[src/rtl/vscale_regfile_wb_if.sv]
// Bundle of writeback, multiply/divide handshake, register-file write and bypass
// signals for vscale_regfile_wb; slave = the arbiter, master = its environment.
interface vscale_regfile_wb_if #(
    parameter int MD_DEPTH = 2
);
    localparam int PW = $clog2(MD_DEPTH) + 1;

    logic          pipe_wen;
    logic [4:0]    pipe_wa;
    logic [31:0]   pipe_wd;
    logic          md_valid;
    logic          md_ready;
    logic [4:0]    md_wa;
    logic [31:0]   md_wd;
    logic          rf_wen;
    logic [4:0]    rf_wa;
    logic [31:0]   rf_wd;
    logic [4:0]    ra1;
    logic [4:0]    ra2;
    logic          byp1_hit;
    logic          byp2_hit;
    logic [31:0]   byp1_data;
    logic [31:0]   byp2_data;
    logic [PW-1:0] md_pending;

    modport slave (
        input  pipe_wen, pipe_wa, pipe_wd, md_valid, md_wa, md_wd, ra1, ra2,
        output md_ready, rf_wen, rf_wa, rf_wd, byp1_hit, byp2_hit,
               byp1_data, byp2_data, md_pending
    );

    modport master (
        output pipe_wen, pipe_wa, pipe_wd, md_valid, md_wa, md_wd, ra1, ra2,
        input  md_ready, rf_wen, rf_wa, rf_wd, byp1_hit, byp2_hit,
               byp1_data, byp2_data, md_pending
    );
endinterface

[src/rtl/vscale_regfile_wb.sv]
// Register-file write-port arbiter: pipeline writeback wins, MD results queue in a FIFO.
// Define VSCALE_WB_BYPASS_EN to build the decode bypass comparators.
module vscale_regfile_wb #(
    parameter int MD_DEPTH = 2
) (
    input  logic                clk,
    input  logic                reset_n,
    vscale_regfile_wb_if.slave  bus
);
    localparam int AW = (MD_DEPTH > 1) ? $clog2(MD_DEPTH) : 1;
    localparam int PW = $clog2(MD_DEPTH) + 1;

    logic [4:0]          r_wa [MD_DEPTH];
    logic [31:0]         r_wd [MD_DEPTH];
    logic [MD_DEPTH-1:0] r_live;
    logic [PW-1:0]       r_wp;
    logic [PW-1:0]       r_rp;
    logic                r_rf_wen;
    logic [4:0]          r_rf_wa;
    logic [31:0]         r_rf_wd;

    logic [AW-1:0]       w_widx;
    logic [AW-1:0]       w_ridx;
    logic                w_full;
    logic                w_empty;
    logic                w_pipe_stg;
    logic                w_md_acc;
    logic                w_enq;
    logic                w_deq;
    logic                w_fifo_stg;
    logic [PW-1:0]       w_pending;

    // Pointers carry one extra bit so full and empty are distinguishable.
    assign w_widx  = AW'(r_wp % MD_DEPTH);
    assign w_ridx  = AW'(r_rp % MD_DEPTH);
    assign w_empty = (r_wp == r_rp);
    assign w_full  = ((r_wp - r_rp) == PW'(MD_DEPTH));

    assign bus.md_ready = reset_n && !w_full;

    assign w_pipe_stg = bus.pipe_wen && (bus.pipe_wa != 5'd0);
    assign w_md_acc   = bus.md_valid && bus.md_ready;
    // An MD result aimed at the register the pipeline writes this cycle is already stale.
    assign w_enq      = w_md_acc && (bus.md_wa != 5'd0) &&
                        !(w_pipe_stg && (bus.md_wa == bus.pipe_wa));
    assign w_fifo_stg = !w_pipe_stg && !w_empty && r_live[w_ridx];
    // Squashed heads drain even while the pipeline owns the write port.
    assign w_deq      = !w_empty && (!r_live[w_ridx] || !w_pipe_stg);

    always_ff @(posedge clk) begin
        if (!reset_n) begin
            r_wp     <= '0;
            r_rp     <= '0;
            r_live   <= '0;
            r_rf_wen <= 1'b0;
            r_rf_wa  <= 5'd0;
            r_rf_wd  <= 32'd0;
        end else begin
            r_rf_wen <= w_pipe_stg || w_fifo_stg;
            if (w_pipe_stg) begin
                r_rf_wa <= bus.pipe_wa;
                r_rf_wd <= bus.pipe_wd;
            end else if (w_fifo_stg) begin
                r_rf_wa <= r_wa[w_ridx];
                r_rf_wd <= r_wd[w_ridx];
            end
            for (int i = 0; i < MD_DEPTH; i++) begin
                if (w_pipe_stg && (r_wa[i] == bus.pipe_wa))
                    r_live[i] <= 1'b0;
            end
            if (w_deq) begin
                r_live[w_ridx] <= 1'b0;
                r_rp           <= r_rp + 1'b1;
            end
            if (w_enq) begin
                r_live[w_widx] <= 1'b1;
                r_wp           <= r_wp + 1'b1;
            end
        end
    end

    always_ff @(posedge clk) begin
        if (w_enq) begin
            r_wa[w_widx] <= bus.md_wa;
            r_wd[w_widx] <= bus.md_wd;
        end
    end

    always_comb begin
        w_pending = '0;
        for (int i = 0; i < MD_DEPTH; i++)
            w_pending = w_pending + PW'(r_live[i]);
    end

    assign bus.md_pending = w_pending;
    assign bus.rf_wen     = r_rf_wen;
    assign bus.rf_wa      = r_rf_wa;
    assign bus.rf_wd      = r_rf_wd;

`ifdef VSCALE_WB_BYPASS_EN
    // Walk oldest to youngest from the read pointer so the youngest match lands last.
    function automatic logic [32:0] byp_lookup(input logic [4:0] ra);
        logic [32:0]   res;
        logic [AW-1:0] idx;
        res = 33'd0;
        if (ra != 5'd0) begin
            if (r_rf_wen && (r_rf_wa == ra))
                res = {1'b1, r_rf_wd};
            for (int k = 0; k < MD_DEPTH; k++) begin
                idx = AW'((r_rp + PW'(k)) % MD_DEPTH);
                if (r_live[idx] && (r_wa[idx] == ra))
                    res = {1'b1, r_wd[idx]};
            end
        end
        return res;
    endfunction

    always_comb begin
        {bus.byp1_hit, bus.byp1_data} = byp_lookup(bus.ra1);
        {bus.byp2_hit, bus.byp2_data} = byp_lookup(bus.ra2);
    end
`else
    assign bus.byp1_hit  = 1'b0;
    assign bus.byp2_hit  = 1'b0;
    assign bus.byp1_data = 32'd0;
    assign bus.byp2_data = 32'd0;
`endif
endmodule
[src/flat_wrapper.sv]
// flat-port wrapper written by rule: the top's interface ports become plain ports
module vscale_regfile_wb_flat 
#(
    parameter int MD_DEPTH = 2
)
  (clk, reset_n, bus_pipe_wen, bus_pipe_wa, bus_pipe_wd, bus_md_valid, bus_md_wa, bus_md_wd, bus_ra1, bus_ra2, bus_md_ready, bus_rf_wen, bus_rf_wa, bus_rf_wd, bus_byp1_hit, bus_byp2_hit, bus_byp1_data, bus_byp2_data, bus_md_pending);
  vscale_regfile_wb_if #(.MD_DEPTH(MD_DEPTH)) bus_i ();
  input  logic clk;
  input  logic reset_n;
  input wire logic [$bits(bus_i.pipe_wen)-1:0] bus_pipe_wen;
  input wire logic [$bits(bus_i.pipe_wa)-1:0] bus_pipe_wa;
  input wire logic [$bits(bus_i.pipe_wd)-1:0] bus_pipe_wd;
  input wire logic [$bits(bus_i.md_valid)-1:0] bus_md_valid;
  input wire logic [$bits(bus_i.md_wa)-1:0] bus_md_wa;
  input wire logic [$bits(bus_i.md_wd)-1:0] bus_md_wd;
  input wire logic [$bits(bus_i.ra1)-1:0] bus_ra1;
  input wire logic [$bits(bus_i.ra2)-1:0] bus_ra2;
  output wire logic [$bits(bus_i.md_ready)-1:0] bus_md_ready;
  output wire logic [$bits(bus_i.rf_wen)-1:0] bus_rf_wen;
  output wire logic [$bits(bus_i.rf_wa)-1:0] bus_rf_wa;
  output wire logic [$bits(bus_i.rf_wd)-1:0] bus_rf_wd;
  output wire logic [$bits(bus_i.byp1_hit)-1:0] bus_byp1_hit;
  output wire logic [$bits(bus_i.byp2_hit)-1:0] bus_byp2_hit;
  output wire logic [$bits(bus_i.byp1_data)-1:0] bus_byp1_data;
  output wire logic [$bits(bus_i.byp2_data)-1:0] bus_byp2_data;
  output wire logic [$bits(bus_i.md_pending)-1:0] bus_md_pending;
  assign bus_i.pipe_wen = bus_pipe_wen;
  assign bus_i.pipe_wa = bus_pipe_wa;
  assign bus_i.pipe_wd = bus_pipe_wd;
  assign bus_i.md_valid = bus_md_valid;
  assign bus_i.md_wa = bus_md_wa;
  assign bus_i.md_wd = bus_md_wd;
  assign bus_i.ra1 = bus_ra1;
  assign bus_i.ra2 = bus_ra2;
  assign bus_md_ready = bus_i.md_ready;
  assign bus_rf_wen = bus_i.rf_wen;
  assign bus_rf_wa = bus_i.rf_wa;
  assign bus_rf_wd = bus_i.rf_wd;
  assign bus_byp1_hit = bus_i.byp1_hit;
  assign bus_byp2_hit = bus_i.byp2_hit;
  assign bus_byp1_data = bus_i.byp1_data;
  assign bus_byp2_data = bus_i.byp2_data;
  assign bus_md_pending = bus_i.md_pending;
  vscale_regfile_wb #(.MD_DEPTH(MD_DEPTH)) u_core (.clk(clk), .reset_n(reset_n), .bus(bus_i));
endmodule
[config.mk]
export PLATFORM = sky130hd
export DESIGN_NAME = vscale_regfile_wb_flat
export DESIGN_NICKNAME = d
export VERILOG_FILES = /design/src/rtl/vscale_regfile_wb_if.sv /design/src/rtl/vscale_regfile_wb.sv /design/src/flat_wrapper.sv
export SDC_FILE = /design/constraint.sdc
export NUM_CORES = 1
export LEC_CHECK = 0
export ABC_AREA = 1
export CORE_ASPECT_RATIO = 0.75
export CORE_UTILIZATION = 48
export DETAILED_ROUTE_END_ITERATION = 6
export PLACE_DENSITY = 0.86
export SETUP_SLACK_MARGIN = 0.02
export SYNTH_ARGS = -nofsm -noshare
export SYNTH_HDL_FRONTEND = slang
export SYNTH_SLANG_ARGS = --single-unit
[constraint.sdc]
create_clock -name clk -period 4.2 [get_ports clk]
set_input_delay 0.63 -clock clk [delete_from_list [all_inputs] [get_ports clk]]
set_output_delay 0.63 -clock clk [all_outputs]
set_load 0.02 [all_outputs]
# After elaboration in Yosys (flattened, before gate mapping)
# Memory sizes are Yosys's and may differ from the RTL's. A register that Yosys moved wholly into a read port is not among the register bits.
# Index checks and enable logic that the tools add are counted.
[classes] n_addsub=4 multipliers=0 div_mod_pow=0 magnitude_cmp=4 n_eq_ne=5 shifts=0 muxes=23 bitwise_logic=3 n_reduce_logical=23
[ops] operator="two-way mux 32 bit" count=2
[ops] operator="== test 5 bit" count=3
[ops] operator="two-way mux 1 bit" count=14
[ops] operator="logical AND 1 bit" count=13
[ops] operator="two-way mux 5 bit" count=2
[ops] operator="nonzero test 5 bit" count=2
[ops] operator="two-way mux 2 bit" count=3
[ops] operator="logical NOT 1 bit" count=5
[ops] operator="adder 2 x 1 -> 2 bit, second input constant" count=2
[ops] operator="less-than comparator 1 x 2 -> 1 bit, second input constant" count=2
[ops] operator="adder 1 x 1 -> 2 bit" count=1
[ops] operator="bitwise AND 2 bit" count=1
[ops] operator="demux 1 bit (select 1 bit)" count=2
[ops] operator="== test 2 bit" count=1
[ops] operator="== test 2 bit, second input constant" count=1
[ops] operator=">= comparator 1 bit, second input constant" count=2
[ops] operator="logical OR 1 bit" count=2
[ops] operator="NOT 2 bit" count=1
[ops] operator="bitwise OR 2 bit" count=1
[ops] operator="nonzero test 2 bit" count=1
[ops] operator="subtractor 2 bit" count=1
[totals] reg_bits=44 latch_bits=0 mem_bits_rw=74 romBits=0 inputBits=88 output_inout_bits=107 wordCells=70 memories=2
[memory_table] memory="u_core.r_wd" words=2 width=32 rd=1 rd_ports_with_merged_regs=1 wr=1 line="vscale_regfile_wb.sv:14" text="logic [31:0] r_wd [MD_DEPTH];"
[memory_table] memory="u_core.r_wa" words=2 width=5 rd=3 rd_ports_with_merged_regs=1 wr=1 line="vscale_regfile_wb.sv:13" text="logic [4:0] r_wa [MD_DEPTH];"

# Depth between registers and ports, before layout
# Gate-level depths: netlist (run 1).
[depth] word_depth=10 depth_mapped=10 ltp_nobuf=9

# Worst setup path after synthesis (run 1)
# OpenSTA, ideal clock, no wires.
[synth_path] kind="input port to flip-flop" start="input port bus_pipe_wa[2]" end="memory u_core.r_wa[0][0], enable pin" setup_time_ns=0.392 t_arrival_ns=2.213 required_time_ns=3.808 setup_slack_ns=1.595 stages=8 n_path_buf=1 cell_sequence="buf_2 > nor2_1 > nand3b_2 > nand2_4 > inv_2 > nand3_1 > nand3_1 > inv_1"
[synth_between] elab_chain_cells=7 word_cells_on_any_way=8 cone_classes="1 x eq/ne; 2 x mux; 5 x reduce/logical"
[synth_rtl] item="start: declaration" line="flat_wrapper.sv:11" text="input wire logic [$bits(bus_i.pipe_wa)-1:0] bus_pipe_wa;"
[synth_rtl] item="nonzero test 5 bit" line="vscale_regfile_wb.sv:41" text="assign w_pipe_stg = bus.pipe_wen && (bus.pipe_wa != 5'd0);"
[synth_rtl] item="logical AND 1 bit" line="vscale_regfile_wb.sv:41"
[synth_rtl] item="logical AND 1 bit *" line="vscale_regfile_wb.sv:45" text="!(w_pipe_stg && (bus.md_wa == bus.pipe_wa));"
[synth_rtl] item="logical NOT 1 bit *" line="vscale_regfile_wb.sv:45"
[synth_rtl] item="logical AND 1 bit *" line="vscale_regfile_wb.sv:44" text="assign w_enq = w_md_acc && (bus.md_wa != 5'd0) &&"
[synth_rtl] item="two-way mux 1 bit *" line="vscale_regfile_wb.sv:83" text="if (w_enq) begin"
[synth_rtl] item="two-way mux 1 bit (implied by the code) *" line="vscale_regfile_wb.sv:84" text="r_wa[w_widx] <= bus.md_wa;"
[synth_rtl] item="end: declaration" line="vscale_regfile_wb.sv:13"
# Mark *: on every way between the ends. The rest lies on a longest branch, timed or not.

# Final worst setup path (run 1)
[layout_path] start="input port reset_n" end="output port bus_md_ready"
[layout_between] elab_chain_cells=1
[layout_rtl] item="start: declaration" line="flat_wrapper.sv:9" text="input logic reset_n;"
[layout_rtl] item="logical AND 1 bit" line="vscale_regfile_wb.sv:39" text="assign bus.md_ready = reset_n && !w_full;"
[layout_rtl] item="end: declaration" line="flat_wrapper.sv:18" text="output wire logic [$bits(bus_i.md_ready)-1:0] bus_md_ready;"
# No other way between the ends.

==> results of run 1 <==
==> per-layer routing <==
layer / vias up / GRT usage [%]
met5: - / 0
met4: 0 / 11.61
met3: 19 / 6.646
met2: 208 / 36.79
met1: 1917 / 26.31
li1: 1935 / -
==> critical path: stages <==
cell and delay [ns]:
clkdlybuf4s50_1 0.53, nand2_1 0.10, inv_1 0.07, clkdlybuf4s50_1 0.61
==> state kept, by name (all words and copies together), names as in the netlist, named ones only <==
signal / flops
u_core.r_wp: 2
u_core.r_wa: 10
u_core.r_live: 2
u_core.bus.rf_wd: 32
u_core.r_wd: 64
u_core.bus.rf_wen: 1
u_core.bus.rf_wa: 5
u_core.r_rp: 2
==> final cells by class <==
class / count / area (um^2) / share of cell area, %
clock buffer: 23 / 478.0 / 6.856
clock inverter: 9 / 123.9 / 1.777
inverter: 13 / 51.30 / 0.7358
multi-input combinational: 391 / 1794 / 25.74
sequential: 119 / 3123 / 44.80
tap: 140 / 175.2 / 2.513
timing repair buffer: 124 / 1226 / 17.59
==> layout by cell type (no fill, tap or decap), types with 16 or more instances in the layout <==
cell and instances:
clkbuf_16 17, edfxtp_1 74, nand3_1 24, clkdlybuf4s50_1 118, a21oi_1 21, a31oi_1 16, nand2_1 182, dfxtp_1 45
nor2_1 31, o211ai_1 16, conb_1 66
==> cell families after synthesis <==
kind of cell    share of synthesized area, %
compound gates                         6.901
other cells                          0.06988
fa+ha+maj                             0.2331
simple gates                           18.75
xor+xnor                               2.938
buf+inv                                12.92
flops                                  58.20
==> where the power goes <==
group | switching (mW) | internal (mW) | leakage, nW
Sequential | 0.0574 | 1.36 | 1.05
Combinational | 0.492 | 0.296 | 1.46
Clock | 0.486 | 0.975 | 0.301
Total | 1.03 | 2.63 | 2.81
==> per-stage QoR <==
step	power (mW)	hold WS, ns	setup slack [ns]	instance area, um^2	instances
detailed placement	2.224	0.4394	1.321	6370	787
finish	3.668	0.4499	1.624	6972	819
floorplan	1.965	0.4746	1.595	5610	614
global placement	2.192	0.4375	1.392	6370	787
global route	3.820	0.4678	1.562	6972	819
CTS	3.687	0.4511	1.619	6972	819
==> how the worst min path moves through the flow <==
stage	startpoint	end	cells past startpoint
after detailed placement	u_core.bus.rf_wd[7]	u_core.bus.rf_wd[7]	2
after CTS	u_core.bus.rf_wd[7]	u_core.bus.rf_wd[7]	2
after global placement	u_core.bus.rf_wd[11]	u_core.bus.rf_wd[11]	2
after global routing	u_core.bus.rf_wd[11]	u_core.bus.rf_wd[11]	2
final	u_core.bus.rf_wd[7]	u_core.bus.rf_wd[7]	2
after floorplan	u_core.r_rp[1]	u_core.r_rp[1]	2
==> out/results.ini, run 1 <==
[timing]
slew_violations = 0
fmax_mhz = 388.2
skew_ns = 0.009055
grt_setup_unrepaired = no
worstMarginPinSlew_ns = 0.9967
timing.final.crit_share_pct = 61.33
relSlewSlack_pct = 33.48
setup_viol = 0
hold_viol = 0
period_minus_slack_ns = 2.576
finalSetupTns_ns = 0

[route]
wirelength_um = 12320
routedWlPerCell_um = 15.04
vias_per_cell = 4.980
ant_nets = 0
wl_met3_um = 1013
top_layer = met4
wl_met2_um = 6220
drt_iter0_drc = 268
drc_errors = 0
dr.pass1.iters = 5
wl_met1_um = 4856
num_vias = 4079

[yosys]
yosysMostFrequentCell = nand2_1
avgSynthCellArea_um2 = 9.775
synthCells = 549
synth_top_flop_cell = edfxtp_1
synth_top_area_share_pct = 41.41
netlist_top_cells_count = nand2_1, edfxtp_1, buf_4, dfxtp_1, nor2_1
synth_edf_count = 74
ys_ff_latch = 119
ys_seq_area_share_pct = 58.20
yosysWarnings = 0
synth.distinct_cells = 29
yosysTopAreaCell = edfxtp_1
synth.area.top_cells = edfxtp_1, dfxtp_1, nand2_1
ys_async_sr_fraction_pct = 0
syn_area_um2 = 5366

[global_routing]
track_usage_pct = 22.36
overflow = 0
antenna_found_initial = 0
grt_pass1_wl_um = 18890
grt_pass1_vias = 3894
grt_max_degree = 68

[clock_tree]
root_buffer = clkbuf_16
cts.sinks = 119
ctsResizeCount = 0
cts_tree = done
cts.hold.buffers_added = 0
htree_levels = 4
clockBufferDepth = 2
post_cts_buffers = 0
clk_pin_slew_ns = 0.05
cts_made_buffers = 17
clock_latency_ns = 0.40

[worst_setup_path]
crit_required_ns = 3.57
reg2reg_depth = 7
critPathLaunch = reset_n
crit_fanout = 4
r2r_setup_slack_ns = 2.33
cp-start-kind = input port
crit_arrival_ns = 1.95
path_class = input port to primary output
reg2reg_to = u_core.r_wd[0][27]
reg2reg_from = u_core.r_wp[0]
critical_path.endpoint = bus_md_ready
end_kind = primary output

[die]
rows = 33
dieArea_um2 = 11610
dieHeight_um = 93.57
initial_utilization_pct = 49.23
die_x_um = 124.1
num_io_pins = 195
core-area_um2 = 10900

[final_layout]
fill_cells = 823
drive_gt1_share_pct = 6.627
fin_nets = 755
area_growth_pct = 29.91
antennaDiodeCount = 0
fin_util_pct = 63.96

[job]
drv_cap = 0

[min_path]
hp-class = register to register

[run_status]
outcome = finished clean

[placed_design]
dpl.hpwl_um = 8182
io_buffers = 118
gp_congestion = 0.8319

[pwr]
powerDensity_nw_per_um2 = 526.2
power.leakage_nw = 2.805
peakVddDrop_mv = 0.2611

No activity file was read; power rests on OpenSTA's default activity.
==> inputs of run 2 (changes only) <==
--- a/config.mk
+++ b/config.mk
@@ -7,9 +7,9 @@
 export LEC_CHECK = 0
 export ABC_AREA = 1
 export CORE_ASPECT_RATIO = 0.75
-export CORE_UTILIZATION = 48
+export CORE_UTILIZATION = 45
 export DETAILED_ROUTE_END_ITERATION = 6
-export PLACE_DENSITY = 0.86
+export PLACE_DENSITY = 0.82
 export SETUP_SLACK_MARGIN = 0.02
 export SYNTH_ARGS = -nofsm -noshare
 export SYNTH_HDL_FRONTEND = slang
==> constraint.sdc (replaced) <==
create_clock -name clk -period 2.4 [get_ports clk]
set_input_delay 0.36 -clock clk [delete_from_list [all_inputs] [get_ports clk]]
set_output_delay 0.36 -clock clk [all_outputs]
set_load 0.02 [all_outputs]
==> run 2 against run 1 <==
Global-route usage is 1.1 points lower. Register-to-register slack got worse by 1.8 ns. Non-clock buffer count up 10. Via count is 0.83% higher.
==> out/results.ini, run 2 (synthesized netlist as in run 1, its figures left out) <==
[final_layout]
drive_gt1_share_pct = 7.837  ; +1.2 points
fin_nets = 765  ; +1.3%
fill_cells = 913  ; +11%
largest_reg_flops = 64  ; unchanged
mostFrequentLayoutCell = nand2_1
final_cell_mix = nand2_1, clkdlybuf4s50_1, edfxtp_1
top_register = u_core.r_wd
fin_area_um2 = 7143  ; +2.5%
area_growth_pct = 33.11
antennaDiodeCount = 0  ; unchanged
final_cells = 851  ; +3.9%

[clock_tree]
htree_levels = 4  ; unchanged
cts_made_buffers = 17  ; unchanged
ctsResizeCount = 0  ; unchanged
cts_tree = done
cts.hold.buffers_added = 0  ; unchanged
clk_pin_slew_ns = 0.05  ; about the same
post_cts_buffers = 0  ; unchanged
clock_latency_ns = 0.41  ; about the same
clockBufferDepth = 2  ; unchanged
root_buffer = clkbuf_16
cts.sinks = 119  ; unchanged

[placed_design]
dpl.hpwl_um = 8330  ; +1.8%
placed_area_um2 = 6523  ; +2.4%
dp_cells = 819  ; +4.1%
io_buffers = 118  ; unchanged
gp_congestion = 0.8328  ; +0.11%

[timing]
hold_viol = 0  ; unchanged
finalSetupTns_ns = 0  ; unchanged
period_minus_slack_ns = 2.142
skew_ns = 0.007199  ; -0.001856 ns
relSlewSlack_pct = 50.70  ; +17 points
worstMarginPinSlew_ns = 0.7385  ; -0.2582 ns
slew_violations = 0  ; unchanged
grt_setup_unrepaired = no
setup_viol = 0  ; unchanged
timing.final.crit_share_pct = 89.27
fmax_mhz = 466.7

[die]
core-area_um2 = 11610  ; +6.5%
dieArea_um2 = 12370  ; +6.5%
die_x_um = 128.1  ; +3.2%
dieHeight_um = 96.57  ; +3.2%
rows = 34  ; +3.0%
initial_utilization_pct = 46.21  ; -3.0 points
num_io_pins = 195  ; unchanged

[min_path]
min_to = u_core.bus.rf_wd[7]
hp-start = u_core.bus.rf_wd[7]
hp-class = register to register
hold_path_depth = 2  ; unchanged

[worst_setup_path]
r2r_setup_slack_ns = 0.56  ; -1.77 ns
crit_arrival_ns = 1.78  ; -0.17 ns
cp-start-kind = register
crit_fanout = 5  ; +1
end_kind = primary output
reg2reg_from = u_core.r_wp[0]
path_class = register to primary output
reg2reg_to = u_core.r_wd[0][23]
reg2reg_depth = 7  ; unchanged
crit_required_ns = 2.04  ; -1.53 ns

[global_routing]
grt_pass1_wl_um = 19380  ; +2.6%
overflow = 0  ; unchanged
track_usage_pct = 21.30  ; -1.1 points
grt_max_degree = 73  ; +7.4%
antenna_found_initial = 0  ; unchanged
grt_pass1_vias = 3931  ; +0.95%

[pwr]
powerDensity_nw_per_um2 = 915.2  ; +74%
power_mw = 6.537  ; +78%
peakVddDrop_mv = 0.5107  ; +96%
power.leakage_nw = 2.863  ; +2.1%

[route]
vias_per_cell = 4.833  ; -3.0%
drt_iter0_drc = 134  ; -50%
dr.pass1.iters = 5  ; unchanged
wirelength_um = 12510  ; +1.6%
drc_errors = 0  ; unchanged
routedWlPerCell_um = 14.70  ; -2.3%
ant_nets = 0  ; unchanged
num_vias = 4113  ; +0.83%

[job]
drv_cap = 0  ; unchanged

[run_status]
outcome = finished clean

## run 2: cell count changes in the layout (fill, tap and decap cells not counted), sizes merged
cell,delta
inv,+1
buf,+10
clkinvlp,+2
clkbuf,-4
bufinv,+1
## run 2: routing by layer
metal | track usage, % | vias up | routed length [um]
li1 | - | 1953 | -
met4 | 9.804 | 0 | 276
met3 | 6.553 | 27 | 1029
met2 | 36.10 | 225 | 5929
met5 | 0 | - | 0
met1 | 25.18 | 1908 | 5273
## run 2: cell type report
class | instances | area, um^2 | area share, %
tap | 162 | 202.7 | 2.838
timing repair buffer | 134 | 1351 | 18.92
clock buffer | 19 | 442.9 | 6.201
clock inverter | 13 | 177.7 | 2.487
multi-input combinational | 391 | 1794 | 25.12
sequential | 119 | 3123 | 43.72
inverter | 13 | 51.30 | 0.7182
## run 2: power by group
part / switching (mW) / leakage, nW / internal (mW) / total, mW
Sequential: 0.101 / 1.05 / 2.38 / 2.48
Combinational: 0.869 / 1.52 / 0.548 / 1.42
Clock: 0.879 / 0.296 / 1.76 / 2.64
## run 2: critical path, stage by stage, from the launching register on
cell and delay, ns:
dfxtp_1 0.43, xnor2_1 0.14, nand2_1 0.08, nand2_1 0.08, inv_1 0.06, clkdlybuf4s50_1 0.59
## run 2: worst max-delay path by stage
| stage | startpoint | cells after the start | slack, ns | to |
|---|---|---|---|---|
| 6_report | u_core.r_wp[0] | 5 | 0.26 | bus_md_ready |
| 2_1_floorplan | bus_pipe_wa[2] | 8 | 0.07 | u_core.r_wa[0][0] |
| 3_3_place_gp | bus_pipe_wa[4] | 9 | 0.15 | u_core.r_wd[0][27] |
| 4_1_cts | u_core.r_wp[0] | 5 | 0.25 | bus_md_ready |
| 5_1_grt | u_core.r_wp[0] | 5 | 0.14 | bus_md_ready |
| 3_5_place_dp | bus_pipe_wa[1] | 9 | 0.11 | u_core.r_wd[0][22] |
## run 2: stage by stage
stage          hold slack (ns)  worst slack, ns  util [%]
6_report                0.4484           0.2575     61.51
3_5_place_dp            0.4386           0.1128     56.16
2_1_floorplan           0.4589          0.06500         -
4_1_cts                 0.4502           0.2482     61.51
5_1_grt                 0.4653           0.1385     61.51
3_3_place_gp            0.4391           0.1469     56.16
